$ cat src/rtl/packet_demux.sv
// Segment demultiplexer: parses headers from a single-word stream and steers payload
// words to per-channel handshakes. Define PACKET_DEMUX_CHECK_EN to enable header validation.
module packet_demux #(
    parameter int                    CHANNEL_COUNT        = 4,
    parameter int                    WORD_SIZE            = 32,
    parameter logic [WORD_SIZE-1:0]  HEADER_TEMPLATE      = WORD_SIZE'(32'h10000000),
    parameter logic [WORD_SIZE-1:0]  HEADER_MASK          = WORD_SIZE'(32'hF0000000),
    parameter int                    HEADER_COUNT_SHIFT   = 0,
    parameter int                    HEADER_CHANNEL_SHIFT = 8,
    parameter int                    HEADER_END_SHIFT     = 16
) (
    input  logic                     clk,
    input  logic                     rst_n,
    input  logic                     in_nempty,
    output logic                     in_pop,
    input  logic [WORD_SIZE-1:0]     in_data,
    output logic [CHANNEL_COUNT-1:0] out_valid,
    input  logic [CHANNEL_COUNT-1:0] out_ready,
    output logic [CHANNEL_COUNT-1:0] out_end,
    output logic [WORD_SIZE-1:0]     out_data,
    output logic [15:0]              err_count
);

    localparam int CH_W = (CHANNEL_COUNT > 1) ? $clog2(CHANNEL_COUNT) : 1;

    localparam logic STATE_HEADER  = 1'b0;
    localparam logic STATE_PAYLOAD = 1'b1;

    logic            state;
    logic [7:0]      remaining;
    logic [CH_W-1:0] seg_channel;
    logic            seg_end;

    // Output register: one word plus the channel tag it belongs to.
    logic                 reg_valid;
    logic                 reg_end;
    logic [CH_W-1:0]      reg_channel;
    logic [WORD_SIZE-1:0] reg_data;

    logic [7:0] hdr_count;
    logic [7:0] hdr_channel;
    logic       hdr_end;
    logic       hdr_ok;
    logic       reg_free;
    logic       load;

    assign hdr_count   = in_data[HEADER_COUNT_SHIFT +: 8];
    assign hdr_channel = in_data[HEADER_CHANNEL_SHIFT +: 8];
    assign hdr_end     = in_data[HEADER_END_SHIFT];

`ifdef PACKET_DEMUX_CHECK_EN
    assign hdr_ok = ((in_data & HEADER_MASK) == HEADER_TEMPLATE)
                 && ({24'd0, hdr_channel} < 32'(CHANNEL_COUNT))
                 && (hdr_count != 8'd0);
`else
    logic unused_hdr;
    assign hdr_ok     = 1'b1;
    assign unused_hdr = ^{HEADER_MASK, HEADER_TEMPLATE, hdr_channel};
`endif

    assign reg_free = !reg_valid || out_ready[reg_channel];
    assign load     = (state == STATE_PAYLOAD) && in_pop;

    // A zero remaining count in PAYLOAD is a header-only segment: pop nothing, fall back to HEADER.
    always_comb begin
        // NOTE: default assignment first so every path drives in_pop and no latch is inferred.
        in_pop = 1'b0;
        if (state == STATE_HEADER) begin
            in_pop = in_nempty;
        end else begin
            in_pop = in_nempty && reg_free && (remaining != 8'd0);
        end
    end

    always_ff @(posedge clk or negedge rst_n) begin
        // NOTE: sequential state uses non-blocking assignments so every register samples pre-edge values.
        if (!rst_n) begin
            state       <= STATE_HEADER;
            remaining   <= 8'd0;
            seg_channel <= '0;
            seg_end     <= 1'b0;
        end else if (state == STATE_HEADER) begin
            if (in_nempty && hdr_ok) begin
                seg_channel <= hdr_channel[CH_W-1:0];
                remaining   <= hdr_count;
                seg_end     <= hdr_end;
                state       <= STATE_PAYLOAD;
            end
        end else begin
            if (remaining == 8'd0) begin
                state <= STATE_HEADER;
            end else if (in_pop) begin
                remaining <= remaining - 8'd1;
                if (remaining == 8'd1) begin
                    state <= STATE_HEADER;
                end
            end
        end
    end

    // Load and drain may coincide; the load wins, giving one word per cycle.
    always_ff @(posedge clk or negedge rst_n) begin
        if (!rst_n) begin
            reg_valid   <= 1'b0;
            reg_end     <= 1'b0;
            reg_channel <= '0;
            reg_data    <= '0;
        end else if (load) begin
            reg_valid   <= 1'b1;
            reg_end     <= seg_end && (remaining == 8'd1);
            reg_channel <= seg_channel;
            reg_data    <= in_data;
        end else if (reg_valid && out_ready[reg_channel]) begin
            reg_valid <= 1'b0;
            reg_end   <= 1'b0;
        end
    end

    always_comb begin
        out_valid = '0;
        out_end   = '0;
        if (reg_valid) begin
            out_valid[reg_channel] = 1'b1;
            out_end[reg_channel]   = reg_end;
        end
    end

    assign out_data = reg_data;

`ifdef PACKET_DEMUX_CHECK_EN
    logic [15:0] err_count_q;

    always_ff @(posedge clk or negedge rst_n) begin
        if (!rst_n) begin
            err_count_q <= 16'd0;
        end else if ((state == STATE_HEADER) && in_nempty && !hdr_ok
                     && (err_count_q != 16'hFFFF)) begin
            err_count_q <= err_count_q + 16'd1;
        end
    end

    assign err_count = err_count_q;
`else
    assign err_count = 16'd0;
`endif

endmodule
$ cat config.mk
export PLATFORM = sky130hd
export DESIGN_NAME = packet_demux
export DESIGN_NICKNAME = d
export VERILOG_FILES = /design/src/rtl/packet_demux.sv
export SDC_FILE = /design/constraint.sdc
export NUM_CORES = 1
export LEC_CHECK = 0
export CAP_MARGIN = 20
export CORE_AREA = 2 2 78 80
export CTS_BUF_LIST = sky130_fd_sc_hd__clkbuf_16
export CTS_CLUSTER_SIZE = 10
export DETAILED_ROUTE_END_ITERATION = 10
export DIE_AREA = 0 0 80 82
export PLACE_DENSITY_LB_ADDON = 0.2
export SLEW_MARGIN = 20
export SYNTH_ARGS = -nofsm -noshare
export SYNTH_HDL_FRONTEND = slang
export SYNTH_SLANG_ARGS = --single-unit
$ cat constraint.sdc
create_clock -name clk -period 2.6 [get_ports clk]
set_input_delay 0.65 -clock clk [delete_from_list [all_inputs] [get_ports clk]]
set_output_delay 0.65 -clock clk [all_outputs]
set_load 0.01 [all_outputs]
[Yosys cells after proc, flatten, opt, wreduce, memory -nomap -nowiden]
Cells that the tools add are included.
Storage, ports and cells
  bits in registers: 48
  input port bits: 39
  output and inout bits: 57
  logic and storage cells: 49
Cells by class
  add/subtract/negate cells: 1
  order comparisons: 2
  equality and inequality tests: 3
  muxes and demuxes: 19
  bitwise logic cells: 2
  reductions and logical operators: 14
Operator list (count)
  $mux 8: 4
  $mux 1: 11
  $eq 8x1->1 const B: 1
  $logic_not 8->1: 1
  $mux 4: 2
  $reduce_bool 8->1: 1
  $sub 8x1->8 const B: 1
  $logic_and 1x1->1: 6
  $and 4x4->4: 1
  $ne 2x2->1 const B: 2
  $reduce_bool 2->1: 2
  $lt 2x3->1 const B: 1
  $reduce_and 3->1: 1
  $bmux 1 s2: 1
  $demux 1 s2: 1
  $ge 2x1->1 const B: 1
  $reduce_and 2->1: 1
  $logic_not 1->1: 1
  $logic_or 1x1->1: 1
  $not 1->1: 1

[Logic depth before layout (Yosys ltp)]
Gate-level depths: netlist of run 1.
  word-level depth: 9
  gate-level depth with buffers: 9
  gate-level depth less buffers: 7

[Worst setup path before layout of run 1]
Ideal clock, no wire load.
  kind: reg-to-output
  from: register remaining[2]
  to: output port in_pop
  data arrival time: 1560 ps
  data required time: 1950 ps
  setup slack: 390 ps
  stages on the path, launching flop included: 5
  buffers on the path: 0
  path through: dfrtp_1 -> or2_1 -> or4_4 -> o21a_1 -> o21a_1
On the way
  cells in the longest elaborated chain, start to end: 3
RTL lines
  from (decl): line 30  | logic [7:0] remaining;
  from (signal assigned): line 85  | remaining <= hdr_count;
  from (signal assigned): line 93  | remaining <= remaining - 8'd1;
  $reduce_bool 8->1: line 71  | in_pop = in_nempty && reg_free && (remaining != 8'd0);
  $logic_and 1x1->1: line 71
  $mux 1: line 68  | if (state == STATE_HEADER) begin
  to (decl): line 15  | output logic in_pop,
Every way passes these cells.

[Worst setup path in the final report of run 1]
Same ends and word-level chain as after synthesis.

==> metrics.cfg, run 1 <==
[routing]
wl_per_cell_um=14.25
vias_per_cell=4.730
drt_first_pass_iters=4
drtIter0Drc=105
wl_mm=5.274
ant_nets=0
vias=1750
drc_errors=0

[clock_network]
ctsHoldBuffers=0
cts-buffers-inserted=5
clock_sinks=48
cts_tree=yes
clk_pin_slew_ns=0.06
cts_buffer_depth=2
root_buffer=clkbuf_16
cts_htree_levels=2
clk_latency_ns=0.28

[setup_path]
cp.arrival_ns=1.86
crit_required_ns=1.95
cp_common_cell=o21a_1
critPathMaxStageDelay_ns=0.43
critPathMaxFanout=2
cp_slowest_cell=or4_4
cp_cell_sequence=or2_1 > or4_4 > o21a_1 > o21a_1 > buf_2
cp-start-kind=flip-flop
r2r_start=remaining[2]$_DFFE_PN0P_
rr_worst_depth=7
cpLargestDelayFamily=simple AND/OR/NAND/NOR gates
critPathKind=flip-flop to output pin
end_kind=output pin
r2r_end=reg_valid$_DFFE_PN0P_
ff2ff_setup_slack_ns=0.49
crit_buf_inv=1

[sta]
timing_hold_violations_final=0
min_period_ns=2.515
max_freq_mhz=397.6
rsz0062_at_grt=no
drv_slew=0
final.setup.tns_ns=0
worst_pin_slew_ns=0.5756
min_period_over_period_pct=96.72
slew-limit-headroom_pct=61.63
finClkSkew_ns=0.003282
setup_viol=0
holdWs_ns=0.3594

[power]
ir_worst_vdd_mv=0.6777
leakage_nw=1.610
power_density_nw_per_um2=1186

[yosys]
synthCells=199
syn_area_um2=2471
ys_top_cells_by_count=dfrtp_1 (48), mux2_4 (28), buf_4 (16), nand2_1 (14), nor2_1 (10)
synth_area_per_cell_um2=12.42
seq_area_frac_synth_pct=48.61
synth-seq-cells=48
synth-async-reset-ratio_pct=100.0
yosysMostFrequentCell=dfrtp_1
yosys.area.top_type_share_pct=48.61
synth_edf_count=0
ys_types=37
ys_warn_count=0
yosysTopAreaCell=dfrtp_1
synth_flop_cell=dfrtp_1
synth.area.top_cells=dfrtp_1 (49%), mux2_4 (17%), buf_4 (4.9%)

[floorplan]
core_area_um2=5746
row_count=28
die_h_um=82
dieArea_um2=6560
start_util_pct=43.01
io_pins=96
fp.dieW_um=80

[placed_design]
port_buffers=79
place_congestion=0.8350
hpwl_mm=4.000

[flow_run]
cap_violations=0

[worst_hold_path]
worstHoldPathType=primary input to asynchronous set/reset pin

[global_route]
groute.usage.overall_pct=16.47
antenna_found_initial=0
grt_max_degree=26
grt_pass1_wl_mm=8.245
grt_pass1_vias=1700
grt_overflow_total=0

[final_layout]
diodes=0
fillerInstances=488
drive_gt1_share_pct=23.05
areaGrowthSynthToFinish_pct=43.24
fin_nets=336

[run_status]
status=finished clean

-- cell families (layout without fill, tap and decap cells) --
family,count (synthesis),count (layout),synth area share [%]
adders and majority gates,3,3,1.519
DFF,48,48,48.61
muxes,40,40,22.23
AOI/OAI and AO/OA,28,28,8.051
other,1,16,0.1518
buffers and inverters,32,113,9.975
and+or+nand+nor,47,47,9.469
-- power by group --
part	internal [mW]	leakage (nW)	switching [mW]	total [mW]
registers	1.10	0.570	0.225	1.33
clock network	0.452	0.0814	0.265	0.716
logic	1.32	0.958	0.830	2.15
-- flip-flops by register name, summed over array words and instances, names as in the netlist --
name / count
out_data: 32
remaining: 8
reg_channel: 2
seg_channel: 2
reg_end: 1
reg_valid: 1
seg_end: 1
state: 1
-- final cells by class --
type | instances | area [µm²] | share of cell area (%)
sequential | 48 | 1201 | 33.93
multi-input combinational | 134 | 1085 | 30.65
timing repair buffer | 98 | 965.9 | 27.29
clock buffer | 5 | 125.1 | 3.535
tap | 75 | 93.84 | 2.651
clock inverter | 3 | 42.54 | 1.202
inverter | 7 | 26.28 | 0.7423
-- stage by stage --
step           std cells  power (mW)  area (µm²)  utilization, %  setup WS, ns
2_1_floorplan        214       2.583        2527               -        0.3895
3_3_place_gp         361       3.451        3361           58.49       -0.3505
3_5_place_dp         361       3.497        3361           58.49       -0.3789
4_1_cts              369       4.245        3527           61.39       0.05017
5_1_grt              370       4.469        3540           61.61   0.000008660
6_report             370       4.199        3540           61.61       0.08521
-- timing repair --
item,in CTS,in global routing
pin swaps,3,2
resized for setup,5,2
setup endpoints to repair,1,1
buffers inserted,0,1
-- worst max path at each step --
stage	from	endpoint	slack (ns)	cells after the start
final	remaining[2]$_DFFE_PN0P_	in_pop	0.09	5
after CTS	out_ready[2]	in_pop	0.05	6
after detailed placement	out_ready[2]	in_pop	-0.38	6
after global routing	remaining[2]$_DFFE_PN0P_	in_pop	0.000009	5
after floorplan	remaining[2]$_DFFE_PN0P_	in_pop	0.39	4
after global placement	out_ready[2]	in_pop	-0.35	6
-- worst reg2reg max path: stages (launching register included) --
cell	delay (ns)
dfrtp_1	0.37
or2_1	0.25
or4_4	0.43
buf_4	0.16
o21a_2	0.25
buf_12	0.18
buf_4	0.14
or2b_1	0.21
-- placed cells by master (no fill, tap or decap), drive strengths merged, types with 4 or more instances in the layout --
| cell | instances |
|---|---|
| a311oi | 5 |
| nor2 | 10 |
| buf | 21 |
| inv | 7 |
| mux2i | 5 |
| conb | 16 |
| mux2 | 35 |
| or3 | 4 |
| clkdlybuf4s50 | 75 |
| clkbuf | 5 |
| o21ai | 6 |
| nor3 | 5 |
| nand2 | 14 |
| dfrtp | 48 |
-- metal layers --
layer,global-route usage [%],vias up,part of all wire (%)
met5,0,-,0
met4,4.915,0,0.97
met3,4.176,4,5.6
met2,24.33,58,47
met1,23.89,827,47
li1,-,861,-
(Power assumes the default switching activity.)
==> run 2, diff against run 1 <==
CAP_MARGIN = not set   (was 20)
SKIP_CTS_REPAIR_TIMING = 1   (was not set)
==> metrics.cfg, run 2 (synthesis gave the netlist of run 1 again) <==
[final_layout]
diodes=0
fillerInstances=493
areaGrowthSynthToFinish_pct=43.59
fin_util_pct=61.76
largest_reg_flops=32
layout_commonest_cell=clkdlybuf4s50_1
final_area_um2=3548
layout_common_cells=clkdlybuf4s50_1 (76), dfrtp_1 (48), mux2_4 (28)
fin_nets=337
drive_gt1_share_pct=23.65

[power]
power.total_mw=4.211
leakage_nw=1.606
power_density_nw_per_um2=1187
ir_worst_vdd_mv=0.6777

[floorplan]
start_util_pct=43.01
io_pins=96
row_count=28
core_area_um2=5746
dieArea_um2=6560
fp.dieW_um=80
die_h_um=82

[clock_network]
clock_sinks=48
clk_latency_ns=0.28
cts-buffers-inserted=5
cts_htree_levels=2
root_buffer=clkbuf_16
clk_pin_slew_ns=0.06
cts_tree=yes
cts_buffer_depth=2

[setup_path]
cp.arrival_ns=1.89
end_kind=output pin
critPathMaxFanout=2
critPathMaxStageDelay_ns=0.43
cp_slowest_cell=or4_4
cp-start-kind=flip-flop
cp_common_cell=o21a_1
cp_cell_sequence=or2_1 > or4_4 > o21a_1 > o21a_1 > buf_2
rr_worst_depth=7
ff2ff_setup_slack_ns=0.48
crit_required_ns=1.95
r2r_start=remaining[2]$_DFFE_PN0P_
r2r_end=reg_valid$_DFFE_PN0P_
critPathKind=flip-flop to output pin

[routing]
vias=1752
drc_errors=0
ant_nets=0
vias_per_cell=4.722
wl_mm=5.325
drtIter0Drc=132
drt_first_pass_iters=4
wl_per_cell_um=14.35

[sta]
min_period_over_period_pct=97.62
worst_pin_slew_ns=0.5760
min_period_ns=2.538
rsz0062_at_grt=yes
holdWs_ns=0.3596
max_freq_mhz=394.0
finClkSkew_ns=0.003281
setup_viol=0
slew-limit-headroom_pct=61.60
timing_hold_violations_final=0
drv_slew=0

[placed_design]
port_buffers=79
place_area_um2=3361
hpwl_mm=4.000
place_congestion=0.8350

[global_route]
antenna_found_initial=0
grt_max_degree=26
grt_pass1_vias=1705
groute.usage.overall_pct=16.50
grt_pass1_wl_mm=8.259
grt_overflow_total=0

[flow_run]
cap_violations=0

[worst_hold_path]
worstHoldPathType=primary input to asynchronous set/reset pin

[run_status]
status=finished clean

==> run 2: layer usage <==
| layer | vias to the layer above | share of wire (%) | GRT usage, % |
|---|---|---|---|
| met2 | 58 | 47 | 24.33 |
| met3 | 4 | 5.8 | 4.176 |
| met4 | 0 | 0.96 | 4.915 |
| met5 | - | 0 | 0 |
| li1 | 862 | - | - |
| met1 | 828 | 46 | 23.96 |
==> run 2: worst max-delay path, delay by kind of cell (launching register included) <==
family | cells | cell delay [ns]
compound gates | 2 | 0.41
buf+inv | 1 | 0.14
flops | 1 | 0.38
simple gates | 2 | 0.68
==> run 2: final cells by class <==
class	instances	area [µm²]	share of cell area [%]
clock buffer	5	125.1	3.526
clock inverter	3	42.54	1.199
inverter	7	26.28	0.7405
multi-input combinational	134	1089	30.68
sequential	48	1201	33.85
tap	75	93.84	2.645
timing repair buffer	99	970.9	27.36
==> run 2: worst max path at each step <==
stage                         to                     start  cells past startpoint
after floorplan           in_pop  remaining[2]$_DFFE_PN0P_                      4
after global placement    in_pop              out_ready[2]                      6
after detailed placement  in_pop              out_ready[2]                      6
after CTS                 in_pop              out_ready[2]                      6
after global routing      in_pop  remaining[2]$_DFFE_PN0P_                      5
final                     in_pop  remaining[2]$_DFFE_PN0P_                      5
==> run 2: report_power, final <==
| part | internal, mW | switching [mW] | leakage [nW] |
|---|---|---|---|
| registers | 1.10 | 0.225 | 0.570 |
| logic | 1.33 | 0.833 | 0.954 |
| clock network | 0.452 | 0.265 | 0.0814 |
| total | 2.89 | 1.32 | 1.61 |
==> run 2: per-stage QoR <==
step	setup WS (ns)	setup TNS, ns	std cells
2_1_floorplan	0.3895	0	214
3_3_place_gp	-0.3505	-0.6534	361
3_5_place_dp	-0.3789	-1.750	361
4_1_cts	-0.3849	-0.3849	369
5_1_grt	-0.02143	-0.02143	371
6_report	0.06181	0	371
==> run 3, diff against run 2 <==
CTS_CLUSTER_SIZE = not set   (was 10)
PLACE_DENSITY = 0.82   (was not set)
PLACE_DENSITY_LB_ADDON = not set   (was 0.2)
==> metrics.cfg, run 3 (synthesis gave the netlist of run 1 again) <==
[clock_network]
cts-buffers-inserted=5
cts_htree_levels=2
cts_tree=yes
root_buffer=clkbuf_16
clk_pin_slew_ns=0.07
clock_sinks=48
clk_latency_ns=0.29
cts_buffer_depth=2

[routing]
drt_first_pass_iters=4
wl_met2_mm=2.823
m1WireLength_mm=2.430
drc_errors=0
ant_nets=0
vias=1818
top_layer_used=met4
vias_per_cell=4.954
wl_met3_um=331
drtIter0Drc=76
wl_mm=5.600
wl_per_cell_um=15.26

[global_route]
groute.usage.overall_pct=17.61
grt_pass1_wl_mm=8.756
grt_pass1_vias=1829
grt_max_degree=27
grt_overflow_total=0
antenna_found_initial=0

[placed_design]
hpwl_mm=4.214
port_buffers=79
place_congestion=0.8596

[setup_path]
critPathMaxFanout=3
cp.arrival_ns=1.86
cp-start-kind=flip-flop
end_kind=output pin
crit_required_ns=1.95
critPathKind=flip-flop to output pin

[final_layout]
largest_reg_flops=32
fin_nets=333
diodes=0
fillerInstances=470
layout_commonest_cell=clkdlybuf4s50_1
multi_input_area_um2=1087
fin_util_pct=61.02
drive_gt1_share_pct=22.95
areaGrowthSynthToFinish_pct=41.87
regArea_um2=1201
layout_common_cells=clkdlybuf4s50_1 (77), dfrtp_1 (48), mux2_4 (28)

[floorplan]
io_pins=96
core_area_um2=5746
start_util_pct=43.01
row_count=28
dieArea_um2=6560
die_h_um=82
fp.dieW_um=80

[sta]
min_period_over_period_pct=96.59
min_period_ns=2.511
slew-limit-headroom_pct=60.74
final.setup.tns_ns=0
holdWs_ns=0.3572
finClkSkew_ns=0.007456
timing_hold_violations_final=0
max_freq_mhz=398.2
rsz0062_at_grt=no
worst_pin_slew_ns=0.5889
drv_slew=0
setup_viol=0

[power]
power.share.clock_pct=17.7
combPwrFrac_pct=50.6
power.total_mw=4.219
ir_worst_vdd_mv=0.6338
leakage_nw=1.572
p_seq_share_pct=31.7
p_switching_mw=1.354
power_density_nw_per_um2=1203
switching_share_pct=32.09
p_int_mw=2.865

[run_status]
status=finished clean

[worst_hold_path]
worstHoldPathType=primary input to asynchronous set/reset pin

[flow_run]
cap_violations=0

-- run 3: changes by cell type in the layout (fill, tap and decap cells not counted), sizes merged --
cell / previous run / this run
inv: 7 / 8
clkdlybuf4s50: 76 / 77
clkbuf: 5 / 6
buf: 22 / 17
clkinvlp: 0 / 1
dlymetal6s2s: 1 / 0
clkinv: 2 / 0
-- run 3: worst max-delay path: stages (launching register included) --
cell and delay, ns:
dfrtp_1 0.38, or2_4 0.26, or4_4 0.42, o21a_1 0.20, o21a_1 0.18, clkbuf_2 0.12
-- run 3: worst paths after layout --
path	startpoint	end	slack [ns]	cells past startpoint
max	remaining[2]$_DFFE_PN0P_	in_pop	0.09	5
min	rst_n	remaining[2]$_DFFE_PN0P_	0.36	1
max reg2reg	remaining[2]$_DFFE_PN0P_	out_data[19]$_DFFE_PN0P_	0.51	6
min reg2reg	seg_end$_DFFE_PN0P_	seg_end$_DFFE_PN0P_	0.49	2
max in group asynchronous	rst_n	out_data[22]$_DFFE_PN0P_	1.54	2
min in group clk	seg_end$_DFFE_PN0P_	seg_end$_DFFE_PN0P_	0.49	2
-- run 3: layout make-up --
type / instances / share of cell area, %
clock buffer: 5 / 3.569
timing repair buffer: 95 / 26.41
tap: 75 / 2.677
multi-input combinational: 134 / 31.01
clock inverter: 3 / 1.320
sequential: 48 / 34.26
inverter: 7 / 0.7495
-- run 3: stage by stage --
| step | std cells | setup WS [ns] | instance area (µm²) |
|---|---|---|---|
| floorplan | 214 | 0.3895 | 2527 |
| global placement | 358 | -0.3338 | 3326 |
| detailed placement | 358 | -0.3484 | 3326 |
| CTS | 366 | -0.3518 | 3497 |
| global route | 367 | 0.02283 | 3506 |
| finish | 367 | 0.08870 | 3506 |
-- run 3: power groups by stage --
| stage | registers [mW] | clock network (mW) | logic, mW |
|---|---|---|---|
| finish | 1.34 | 0.748 | 2.13 |
| CTS | 1.34 | 0.764 | 2.14 |
| detailed placement | 1.34 | 0 | 2.13 |
| floorplan | 1.43 | 0 | 1.15 |
| global route | 1.38 | 0.797 | 2.28 |
| global placement | 1.32 | 0 | 2.08 |
-- run 3: routing by layer --
layer	vias up	global-route usage (%)
met2	61	29.42
li1	857	-
met5	-	0
met4	0	4.576
met3	2	5.055
met1	898	22.57
